File: src/rtl/voice_mixer_pkg.sv
// Shared types, constants and helper functions for the voice mixer.
package voice_mixer_pkg;

    localparam int NUM_VOICES_DEFAULT = 8;

    typedef logic [15:0] freq_t;
    typedef logic [31:0] volume_t;
    typedef logic [16:0] gain_t;

    localparam volume_t VOLUME_UNITY = 32'h0010_0000;
    localparam gain_t   GAIN_UNITY   = 17'h0_8000;

    typedef enum logic [1:0] {
        IDLE  = 2'd0,
        SWEEP = 2'd1,
        DONE  = 2'd2
    } mix_state_t;

    // Clamp a 20-bit signed value to the signed 16-bit PCM range.
    function automatic logic signed [15:0] sat16(input logic signed [19:0] v);
        logic signed [15:0] r;
        if (v > 20'sd32767) begin
            r = 16'sh7FFF;
        end else if (v < -20'sd32768) begin
            r = 16'sh8000;
        end else begin
            r = v[15:0];
        end
        return r;
    endfunction

    // Volume to gain: anything at or above unity saturates to unity.
    function automatic gain_t target_gain(input volume_t vol);
        gain_t r;
        if (vol >= VOLUME_UNITY) begin
            r = GAIN_UNITY;
        end else begin
            r = {1'b0, vol[20:5]};
        end
        return r;
    endfunction

    // Move cur toward tgt by at most step.
    function automatic gain_t ramp_toward(input gain_t cur, input gain_t tgt, input gain_t step);
        gain_t r;
        if (tgt > cur) begin
            if ((tgt - cur) > step) begin
                r = cur + step;
            end else begin
                r = tgt;
            end
        end else if (cur > tgt) begin
            if ((cur - tgt) > step) begin
                r = cur - step;
            end else begin
                r = tgt;
            end
        end else begin
            r = cur;
        end
        return r;
    endfunction

endpackage

File: src/rtl/voice_mixer_if.sv
// Voice mixer bus: per-voice pitch/volume in, mixed PCM sample out.
interface voice_mixer_if
    import voice_mixer_pkg::*;
#(
    parameter int NUM_VOICES = NUM_VOICES_DEFAULT
);
    freq_t   [NUM_VOICES-1:0] frequencies;
    volume_t [NUM_VOICES-1:0] voice_volumes;
    logic signed [15:0]       sample_out;
    logic                     sample_valid;

    // The allocator side drives voice parameters and consumes samples.
    modport master (
        output frequencies,
        output voice_volumes,
        input  sample_out,
        input  sample_valid
    );

    // The mixer side consumes voice parameters and produces samples.
    modport slave (
        input  frequencies,
        input  voice_volumes,
        output sample_out,
        output sample_valid
    );
endinterface

File: src/rtl/voice_mixer_osc.sv
// Combinational sawtooth oscillator slice, shared by all voice slots.
module voice_osc
    import voice_mixer_pkg::*;
#(
    parameter int PHASE_MULT = 2796
) (
    input  logic [31:0]        phase_i,
    input  freq_t              freq_i,
    input  gain_t              gain_i,
    output logic [31:0]        next_phase_o,
    output logic signed [16:0] contrib_o
);
    logic signed [15:0] wave_s;
    logic signed [17:0] gain_sx_s;
    logic signed [33:0] prod_s;
    logic signed [33:0] prod_shr_s;
    logic [31:0]        inc_s;

    // Wave from the pre-update phase, scaled by gain; phase advances modulo 2^32.
    always_comb begin
        wave_s       = $signed(phase_i[31:16]);
        gain_sx_s    = $signed({1'b0, gain_i});
        prod_s       = 34'(wave_s) * 34'(gain_sx_s);
        prod_shr_s   = prod_s >>> 15;
        contrib_o    = 17'(prod_shr_s);
        inc_s        = 32'(freq_i) * 32'(PHASE_MULT);
        next_phase_o = phase_i + inc_s;
    end
endmodule

File: src/rtl/voice_mixer.sv
// Time-multiplexed sawtooth voice mixer: one voice per clock, one sample per tick.
// Optional feature macro: VOICE_MIXER_RAMP_EN (per-voice gain ramp for de-clicking).
module voice_mixer
    import voice_mixer_pkg::*;
#(
    parameter int NUM_VOICES = NUM_VOICES_DEFAULT,
    parameter int CLK_DIV    = 1042,
    parameter int PHASE_MULT = 2796,
    parameter int MIX_SHIFT  = 2,
    parameter int RAMP_STEP  = 1024
) (
    input  logic         clk,
    input  logic         reset,
    voice_mixer_if.slave bus
);
    localparam int DIV_W = (CLK_DIV > 1) ? $clog2(CLK_DIV) : 1;
    localparam int IDX_W = (NUM_VOICES > 1) ? $clog2(NUM_VOICES) : 1;
    localparam logic [DIV_W-1:0] DIV_LAST = DIV_W'(CLK_DIV - 1);
    localparam logic [IDX_W-1:0] IDX_LAST = IDX_W'(NUM_VOICES - 1);

    // Static parameter sanity: the sweep must finish before the next tick.
    if ((CLK_DIV < NUM_VOICES + 2) || (RAMP_STEP < 1) || (RAMP_STEP > 32768)) begin : g_param_check
        $error("voice_mixer: illegal parameter combination");
    end

    logic [DIV_W-1:0]   div_q, div_d;
    logic               tick_s;
    mix_state_t         state_q, state_d;
    logic [IDX_W-1:0]   idx_q, idx_d;
    logic signed [19:0] acc_q, acc_d;
    logic [31:0]        phase_q [NUM_VOICES];
    logic signed [15:0] sample_out_q, sample_out_d;
    logic               sample_valid_q, sample_valid_d;

    logic               acc_clr_s;
    logic               sweep_s;
    logic               sample_load_s;
    freq_t              freq_sel_s;
    volume_t            vol_sel_s;
    logic [31:0]        phase_sel_s;
    gain_t              tgt_gain_s;
    gain_t              mul_gain_s;
    logic [31:0]        next_phase_s;
    logic signed [16:0] contrib_s;
    logic signed [19:0] acc_shr_s;

    // Sample-rate divider; the wrap cycle is the tick.
    always_comb begin
        tick_s = (div_q == DIV_LAST);
        if (tick_s) begin
            div_d = {DIV_W{1'b0}};
        end else begin
            div_d = div_q + DIV_W'(1);
        end
    end

    // Divider register.
    always_ff @(posedge clk or posedge reset) begin
        if (reset) begin
            div_q <= {DIV_W{1'b0}};
        end else begin
            div_q <= div_d;
        end
    end

    // Sweep sequencer: wait for tick, walk every voice slot, then publish.
    always_comb begin
        state_d       = state_q;
        idx_d         = idx_q;
        acc_clr_s     = 1'b0;
        sweep_s       = 1'b0;
        sample_load_s = 1'b0;
        case (state_q)
            IDLE: begin
                if (tick_s) begin
                    acc_clr_s = 1'b1;
                    idx_d     = {IDX_W{1'b0}};
                    state_d   = SWEEP;
                end else begin
                    state_d   = IDLE;
                end
            end
            SWEEP: begin
                sweep_s = 1'b1;
                if (idx_q == IDX_LAST) begin
                    idx_d   = {IDX_W{1'b0}};
                    state_d = DONE;
                end else begin
                    idx_d   = idx_q + IDX_W'(1);
                    state_d = SWEEP;
                end
            end
            DONE: begin
                sample_load_s = 1'b1;
                state_d       = IDLE;
            end
            default: begin
                state_d = IDLE;
                idx_d   = {IDX_W{1'b0}};
            end
        endcase
    end

    // Sequencer state and slot index registers.
    always_ff @(posedge clk or posedge reset) begin
        if (reset) begin
            state_q <= IDLE;
            idx_q   <= {IDX_W{1'b0}};
        end else begin
            state_q <= state_d;
            idx_q   <= idx_d;
        end
    end

    // Select the live inputs and phase of the voice in the current slot.
    always_comb begin
        freq_sel_s  = bus.frequencies[idx_q];
        vol_sel_s   = bus.voice_volumes[idx_q];
        phase_sel_s = phase_q[idx_q];
        tgt_gain_s  = target_gain(vol_sel_s);
    end

`ifdef VOICE_MIXER_RAMP_EN
    localparam gain_t RAMP_STEP_G = gain_t'(RAMP_STEP);

    gain_t cur_gain_q [NUM_VOICES];

    // Ramped gain for this slot; the multiply sees the post-step value.
    always_comb begin
        mul_gain_s = ramp_toward(cur_gain_q[idx_q], tgt_gain_s, RAMP_STEP_G);
    end

    // Per-voice ramp gain registers, stepped once per sample in their slot.
    always_ff @(posedge clk or posedge reset) begin
        if (reset) begin
            for (int v = 0; v < NUM_VOICES; v++) begin
                cur_gain_q[v] <= 17'h0_0000;
            end
        end else begin
            if (sweep_s) begin
                cur_gain_q[idx_q] <= mul_gain_s;
            end
        end
    end
`else
    // Without ramping the target gain is applied immediately.
    always_comb begin
        mul_gain_s = tgt_gain_s;
    end
`endif

    voice_osc #(
        .PHASE_MULT (PHASE_MULT)
    ) u_osc (
        .phase_i      (phase_sel_s),
        .freq_i       (freq_sel_s),
        .gain_i       (mul_gain_s),
        .next_phase_o (next_phase_s),
        .contrib_o    (contrib_s)
    );

    // Accumulator next value: clear on tick, add one voice per sweep slot.
    always_comb begin
        if (acc_clr_s) begin
            acc_d = 20'sd0;
        end else if (sweep_s) begin
            acc_d = acc_q + 20'(contrib_s);
        end else begin
            acc_d = acc_q;
        end
    end

    // Accumulator and per-voice phase registers.
    always_ff @(posedge clk or posedge reset) begin
        if (reset) begin
            acc_q <= 20'sd0;
            for (int v = 0; v < NUM_VOICES; v++) begin
                phase_q[v] <= 32'h0000_0000;
            end
        end else begin
            acc_q <= acc_d;
            if (sweep_s) begin
                phase_q[idx_q] <= next_phase_s;
            end
        end
    end

    // Scale and saturate the finished mix; strobe valid alongside the new sample.
    always_comb begin
        acc_shr_s = acc_q >>> MIX_SHIFT;
        if (sample_load_s) begin
            sample_out_d = sat16(acc_shr_s);
        end else begin
            sample_out_d = sample_out_q;
        end
        sample_valid_d = sample_load_s;
    end

    // Output registers.
    always_ff @(posedge clk or posedge reset) begin
        if (reset) begin
            sample_out_q   <= 16'sd0;
            sample_valid_q <= 1'b0;
        end else begin
            sample_out_q   <= sample_out_d;
            sample_valid_q <= sample_valid_d;
        end
    end

    assign bus.sample_out   = sample_out_q;
    assign bus.sample_valid = sample_valid_q;
endmodule
File: src/flat_wrapper.sv
// flat-port wrapper written by rule: the top's interface ports become plain ports
module voice_mixer_flat import voice_mixer_pkg::*;
#(
    parameter int NUM_VOICES = NUM_VOICES_DEFAULT,
    parameter int CLK_DIV    = 1042,
    parameter int PHASE_MULT = 2796,
    parameter int MIX_SHIFT  = 2,
    parameter int RAMP_STEP  = 1024
)
  (clk, reset, bus_frequencies, bus_voice_volumes, bus_sample_out, bus_sample_valid);
  voice_mixer_if #(.NUM_VOICES(NUM_VOICES)) bus_i ();
  input  logic clk;
  input  logic reset;
  input wire logic [$bits(bus_i.frequencies)-1:0] bus_frequencies;
  input wire logic [$bits(bus_i.voice_volumes)-1:0] bus_voice_volumes;
  output wire logic [$bits(bus_i.sample_out)-1:0] bus_sample_out;
  output wire logic [$bits(bus_i.sample_valid)-1:0] bus_sample_valid;
  assign bus_i.frequencies = bus_frequencies;
  assign bus_i.voice_volumes = bus_voice_volumes;
  assign bus_sample_out = bus_i.sample_out;
  assign bus_sample_valid = bus_i.sample_valid;
  voice_mixer #(.NUM_VOICES(NUM_VOICES), .CLK_DIV(CLK_DIV), .PHASE_MULT(PHASE_MULT), .MIX_SHIFT(MIX_SHIFT), .RAMP_STEP(RAMP_STEP)) u_core (.clk(clk), .reset(reset), .bus(bus_i));
endmodule
File: config.mk
export PLATFORM = sky130hd
export DESIGN_NAME = voice_mixer_flat
export DESIGN_NICKNAME = d
export VERILOG_FILES = /design/src/rtl/voice_mixer_pkg.sv /design/src/rtl/voice_mixer_if.sv /design/src/rtl/voice_mixer_osc.sv /design/src/rtl/voice_mixer.sv /design/src/flat_wrapper.sv
export SDC_FILE = /design/constraint.sdc
export NUM_CORES = 2
export LEC_CHECK = 0
export BUFFER_PORTS_ARGS = -buffer_cell sky130_fd_sc_hd__buf_2
export CORE_MARGIN = 1
export CORE_UTILIZATION = 40
export CTS_CLUSTER_SIZE = 20
export DETAILED_ROUTE_END_ITERATION = 16
export HOLD_SLACK_MARGIN = 0.06
export PLACE_DENSITY = 0.71
export SLEW_MARGIN = 10
export SYNTH_ARGS = -nofsm -noshare
export SYNTH_HDL_FRONTEND = slang
export SYNTH_HIERARCHICAL = 1
export SYNTH_SLANG_ARGS = --single-unit
File: constraint.sdc
create_clock -name clk -period 12.31 [get_ports clk]
set_clock_uncertainty 0.05 [all_clocks]
set_input_delay 1.8465 -clock clk [delete_from_list [all_inputs] [get_ports clk]]
set_output_delay 1.8465 -clock clk [all_outputs]
set_load 0.05 [all_outputs]
Word level (Yosys, flattened, before mapping) --
Cells that the tools add are included.
Cells by class: add/sub/neg operators 4, multiply operators 2, magnitude comparators 6, equality and inequality tests 5, mux-type cells 26, bitwise operators 2, reduce and logical (&&, ||, !) cells 4
Operators with widths (number):
- $bwmux W256 | 1
- $bmux W32 S3 | 2
- $mux W32 | 4
- $demux W32 S3 | 1
- $mux W16 | 4
- $bmux W16 S3 | 1
- $mux W20 | 2
- $add A32 B28 Y32 | 1
- $ge A32 B21 Y1 const B | 1
- $mul A16 B17 Y32 | 1
- $mul A16 B10 Y26 const B | 1
- $add A20 B17 Y20 | 1
- $gt A18 B16 Y1 const B | 1
- $lt A18 B16 Y1 const B | 1
- $add A11 B1 Y11 const B | 1
- $eq A11 B11 Y1 const B | 1
- $mux W11 | 1
- $pmux W3 S3 | 1
- $mux W3 | 2
- $mux W1 | 5
- $ge A4 B4 Y1 const B | 1
- $lt A3 B4 Y1 const B | 1
- $lt A4 B1 Y1 const B | 1
- $not A3 Y4 | 1
- other kinds (12) | 12
Word-level totals: bits in registers 309, output and inout bits 17

Depth between registers and ports, before layout --
depth after elaboration 8, depth in mapped cells 40, depth with buffers taken out 35

Cells and area by module --
The synthesis kept the hierarchy.
Modules (own cells, without submodules):
- voice_mixer | instances 1, cells an instance 1248, area an instance 16767.3 µm², seq. area each 7732.4 µm²
- voice_osc | instances 1, cells an instance 1672, area an instance 14248.7 µm², seq. area each 0.0 µm²

Worst setup path before layout --
No wires, ideal clock.
kind input -> register, start point in bus_voice_volumes[56], end point reg u_core.acc_q[19], arrival 10.022 ns, path slack 2.151 ns, cell stages on the path 36, cell sequence nor4_1 nand3_1 o21ai_0 mux4_2 nand2b_1 buf_2 nor2_1 clkbuf_1 nand2_1 fa_1 inv_1 fa_1 inv_1 fa_1 inv_1 fa_1 inv_1 fa_1 inv_1 fa_1 ha_1 nand4_1 and4bb_1 o21ai_1 a31oi_1 a21oi_1 o211ai_1 ha_1 buf_2 a21o_1 a211oi_1 a21o_1 a21oi_1 o41a_1 a311o_1 o211ai_1
On the way: longest elaborated chain between the ends 8
RTL lines:
- start, declared | line flat_wrapper.sv:15 | input wire logic [$bits(bus_i.voice_volumes)-1:0] bus_voice_volumes;
- $bmux W32 S3 | line voice_mixer.sv:118 | vol_sel_s = bus.voice_volumes[idx_q];
- $mux W32 (implied by the code) | line voice_mixer.sv:118
- $ge A32 B21 Y1 | line voice_mixer_pkg.sv:35 | if (vol >= VOLUME_UNITY) begin
- $mux W16 | line voice_mixer_pkg.sv:35
- via u_core.mul_gain_s[15] | line voice_mixer.sv:42 | gain_t mul_gain_s;
- $mul A16 B17 Y32 | line voice_mixer_osc.sv:23 | prod_s = 34'(wave_s) * 34'(gain_sx_s);
- via u_core.contrib_s[16] | line voice_mixer.sv:44 | logic signed [16:0] contrib_s;
- $add A20 B17 Y20 | line voice_mixer.sv:167 | acc_d = acc_q + 20'(contrib_s);
- $mux W20 | line voice_mixer.sv:166 | end else if (sweep_s) begin
- $mux W20 | line voice_mixer.sv:164 | if (acc_clr_s) begin
- end signal, assigned | line voice_mixer.sv:176 | acc_q <= 20'sd0;
- end signal, assigned | line voice_mixer.sv:181 | acc_q <= acc_d;
- end, declared | line voice_mixer.sv:30 | logic signed [19:0] acc_q, acc_d;
The timed path passes the listed nets, and every way through them passes these cells. The select of a mux whose other input is x is not followed. A chain may end at the register's enable or synchronous reset.

Worst setup path after layout --
start point in bus_voice_volumes[63], end point reg u_core.acc_q[19]
The elaborated chain is that of the path after synthesis.

==> results.yml <==
timing:
  min_period_over_period: 0.924
  period_needed_ns: 11.38
  hold_viol_final: 0
  finalSetupViolations: 0
  timing.fmax_mhz: 87.9
  holdWs_ns: 0.424
  slew_violations: 0
  worst_pin_slew_ns: 1.12
  fin_tns_setup_ns: 0
  rsz0062_at_grt: "false"
  slew_headroom: 0.253
cts:
  h-tree-depth: 2
  ctsRootBufferMaster: "clkbuf_16"
  cts_resized: 0
  cts_setup_buffers: 0
  clk_pin_slew_worst_paths_ns: 0.06
  clkSinkCount: 293
  numCtsBuffers: 34
  clock_latency_ns: 0.54
  cts_tree: "built"
  cts_max_path_buffers: 3
  ctsHoldBuffers: 0
placement:
  numPortBuffers: 362
  gp_congestion: 0.906
  dp_hpwl_um: 60600
critical_path:
  slowest_delay_ns: 0.68
  cpMaxStageDelayCell: "nor4_1"
  arrival_ns: 11.77
  cp-start-kind: "input port"
  cp-end-kind: "flip-flop"
  cp.required_ns: 12.70
  crit_top_cell: "fa_1"
  crit_fanout: 25
  reg2reg_depth: 32
  worstSetupPathType: "in -> reg"
routing:
  avgRoutedWirePerCell_um: 18.8
  drc: 0
  drtPass1Iterations: 5
  via_per_inst: 5.38
  detail-route-antenna-nets: 0
  routed_wl_um: 79000
  vias: 22667
  drt_iter0_drc: 1585
global_routing:
  grt_max_degree: 82
  grt_pass1_vias: 23045
  grt_pass1_wl_um: 126000
  grt_usage: 0.205
  gr-total-overflow: 0
  antenna_found_initial: 4
floorplanning:
  start_util: 0.406
  die_h_um: 277
  die_w_um: 277
  placeableCoreArea_mm2: 0.0747
  die-area_mm2: 0.0769
  num_io_pins: 403
  row_count: 100
run:
  cap_violations: 0
power:
  p_leak_uw: 0.0164
  power_density_mw_per_mm2: 256
  p_int_uw: 4230
  swShare: 0.521
  combPwrFrac: 0.745
  ir_drop_mv: 0.502
  seqPwrFrac: 0.134
  power_switching_uw: 4600
  clkPwrFrac: 0.121
cells_and_area:
  drive_gt1_frac: 0.283
  nets: 4123
  syn_to_final_growth_pct: 13.9
  regArea_mm2: 0.00734
  fillCellCount: 6846
  multi_input_area_mm2: 0.0209
worst_hold_path:
  hp-class: "reg -> reg"
  whs_path_depth: 2
status:
  outcome: "completed"
synthesis:
  synth.avg_cell_area_um2: 10.5
  syn-instance-count: 2880
  synth_area_mm2: 0.0303
  yosys_warnings: 6
worst max-delay path: cells and delay by family:
family	cells	cell delay, ns
adder cells (fa/ha/maj)	8	3.62
AO/OA/AOI/OAI	13	3.35
AND/OR/NAND/NOR	6	1.58
buffers and inverters	6	0.80
multiplexers	1	0.36
XOR/XNOR	1	0.23
cells in the final DEF (no fill, tap or decap), drive strengths merged, types with 9 or more instances in the layout:
cell / instances
nand4: 23
o21bai: 14
a31oi: 16
mux2: 291
xor2: 22
o211ai: 12
a21o: 41
a211oi: 11
or3: 9
mux2i: 58
and3: 11
ha: 244
nand2: 208
nand2b: 20
nand3: 27
buf: 436
mux4: 93
o22ai: 30
inv: 415
nor2: 111
clkbuf: 45
and2: 136
fa: 272
dfrtp: 293
o21ai: 108
nor4: 23
xnor2: 58
a21oi: 100
nor3: 16
power groups by stage:
| stage | clock network, uW | logic, uW | registers, uW |
|---|---|---|---|
| CTS | 1100 | 6520 | 1190 |
| finish | 1070 | 6580 | 1190 |
| global placement | 0 | 6370 | 1190 |
| global route | 1130 | 7280 | 1210 |
| detailed placement | 0 | 6470 | 1200 |
| floorplan | 0 | 4860 | 1180 |
final cells by class:
class | count | area share
clock buffers | 45 | 0.0285
well taps | 969 | 0.0351
diodes | 1 | 0.0000725
clock inverters | 13 | 0.00565
flip-flops and latches | 293 | 0.213
inverters | 413 | 0.0451
repair buffers | 436 | 0.0686
multi-input cells | 2043 | 0.604
registers in the layout, summed over array words and instances (netlist names):
signal                   count
u_core/acc_q                20
u_core/bus.sample_out       16
u_core/bus.sample_valid      1
u_core/div_q                11
u_core/idx_q                 3
u_core/phase_q             240
u_core/state_q               2
per-layer routing:
metal  wire length (um)  global-route usage  part of all wire
met1              34900               0.285              0.44
met3               4840              0.0362             0.061
met4               1770              0.0561             0.022
met5                 41                   0           0.00052
met2              37500               0.329              0.47
final timing paths:
kind	start	end	slack (ns)
max	bus_voice_volumes[63]	u_core/acc_q[19]	0.93
min	u_core/bus.sample_out[0]	u_core/bus.sample_out[0]	0.42
max reg2reg	u_core/idx_q[1]	u_core/acc_q[19]	2.41
min reg2reg	u_core/bus.sample_out[0]	u_core/bus.sample_out[0]	0.42
max in group asynchronous	reset	u_core/phase_q[162]	8.65
min in group asynchronous	reset	u_core/div_q[5]	1.31
per-stage QoR:
| stage | cell area (um2) | total power, uW | worst slack [ns] | util | instances |
|---|---|---|---|---|---|
| global placement | 33300 | 7560 | 0.873 | 0.446 | 4154 |
| floorplan | 30300 | 6030 | 2.15 | - | 2886 |
| finish | 34500 | 8830 | 0.930 | 0.462 | 4213 |
| CTS | 34500 | 8800 | 1.33 | 0.462 | 4212 |
| global route | 34500 | 9620 | 0.687 | 0.462 | 4212 |
| detailed placement | 33300 | 7670 | 0.781 | 0.446 | 4154 |
No activity file was read; power rests on OpenSTA's default activity.
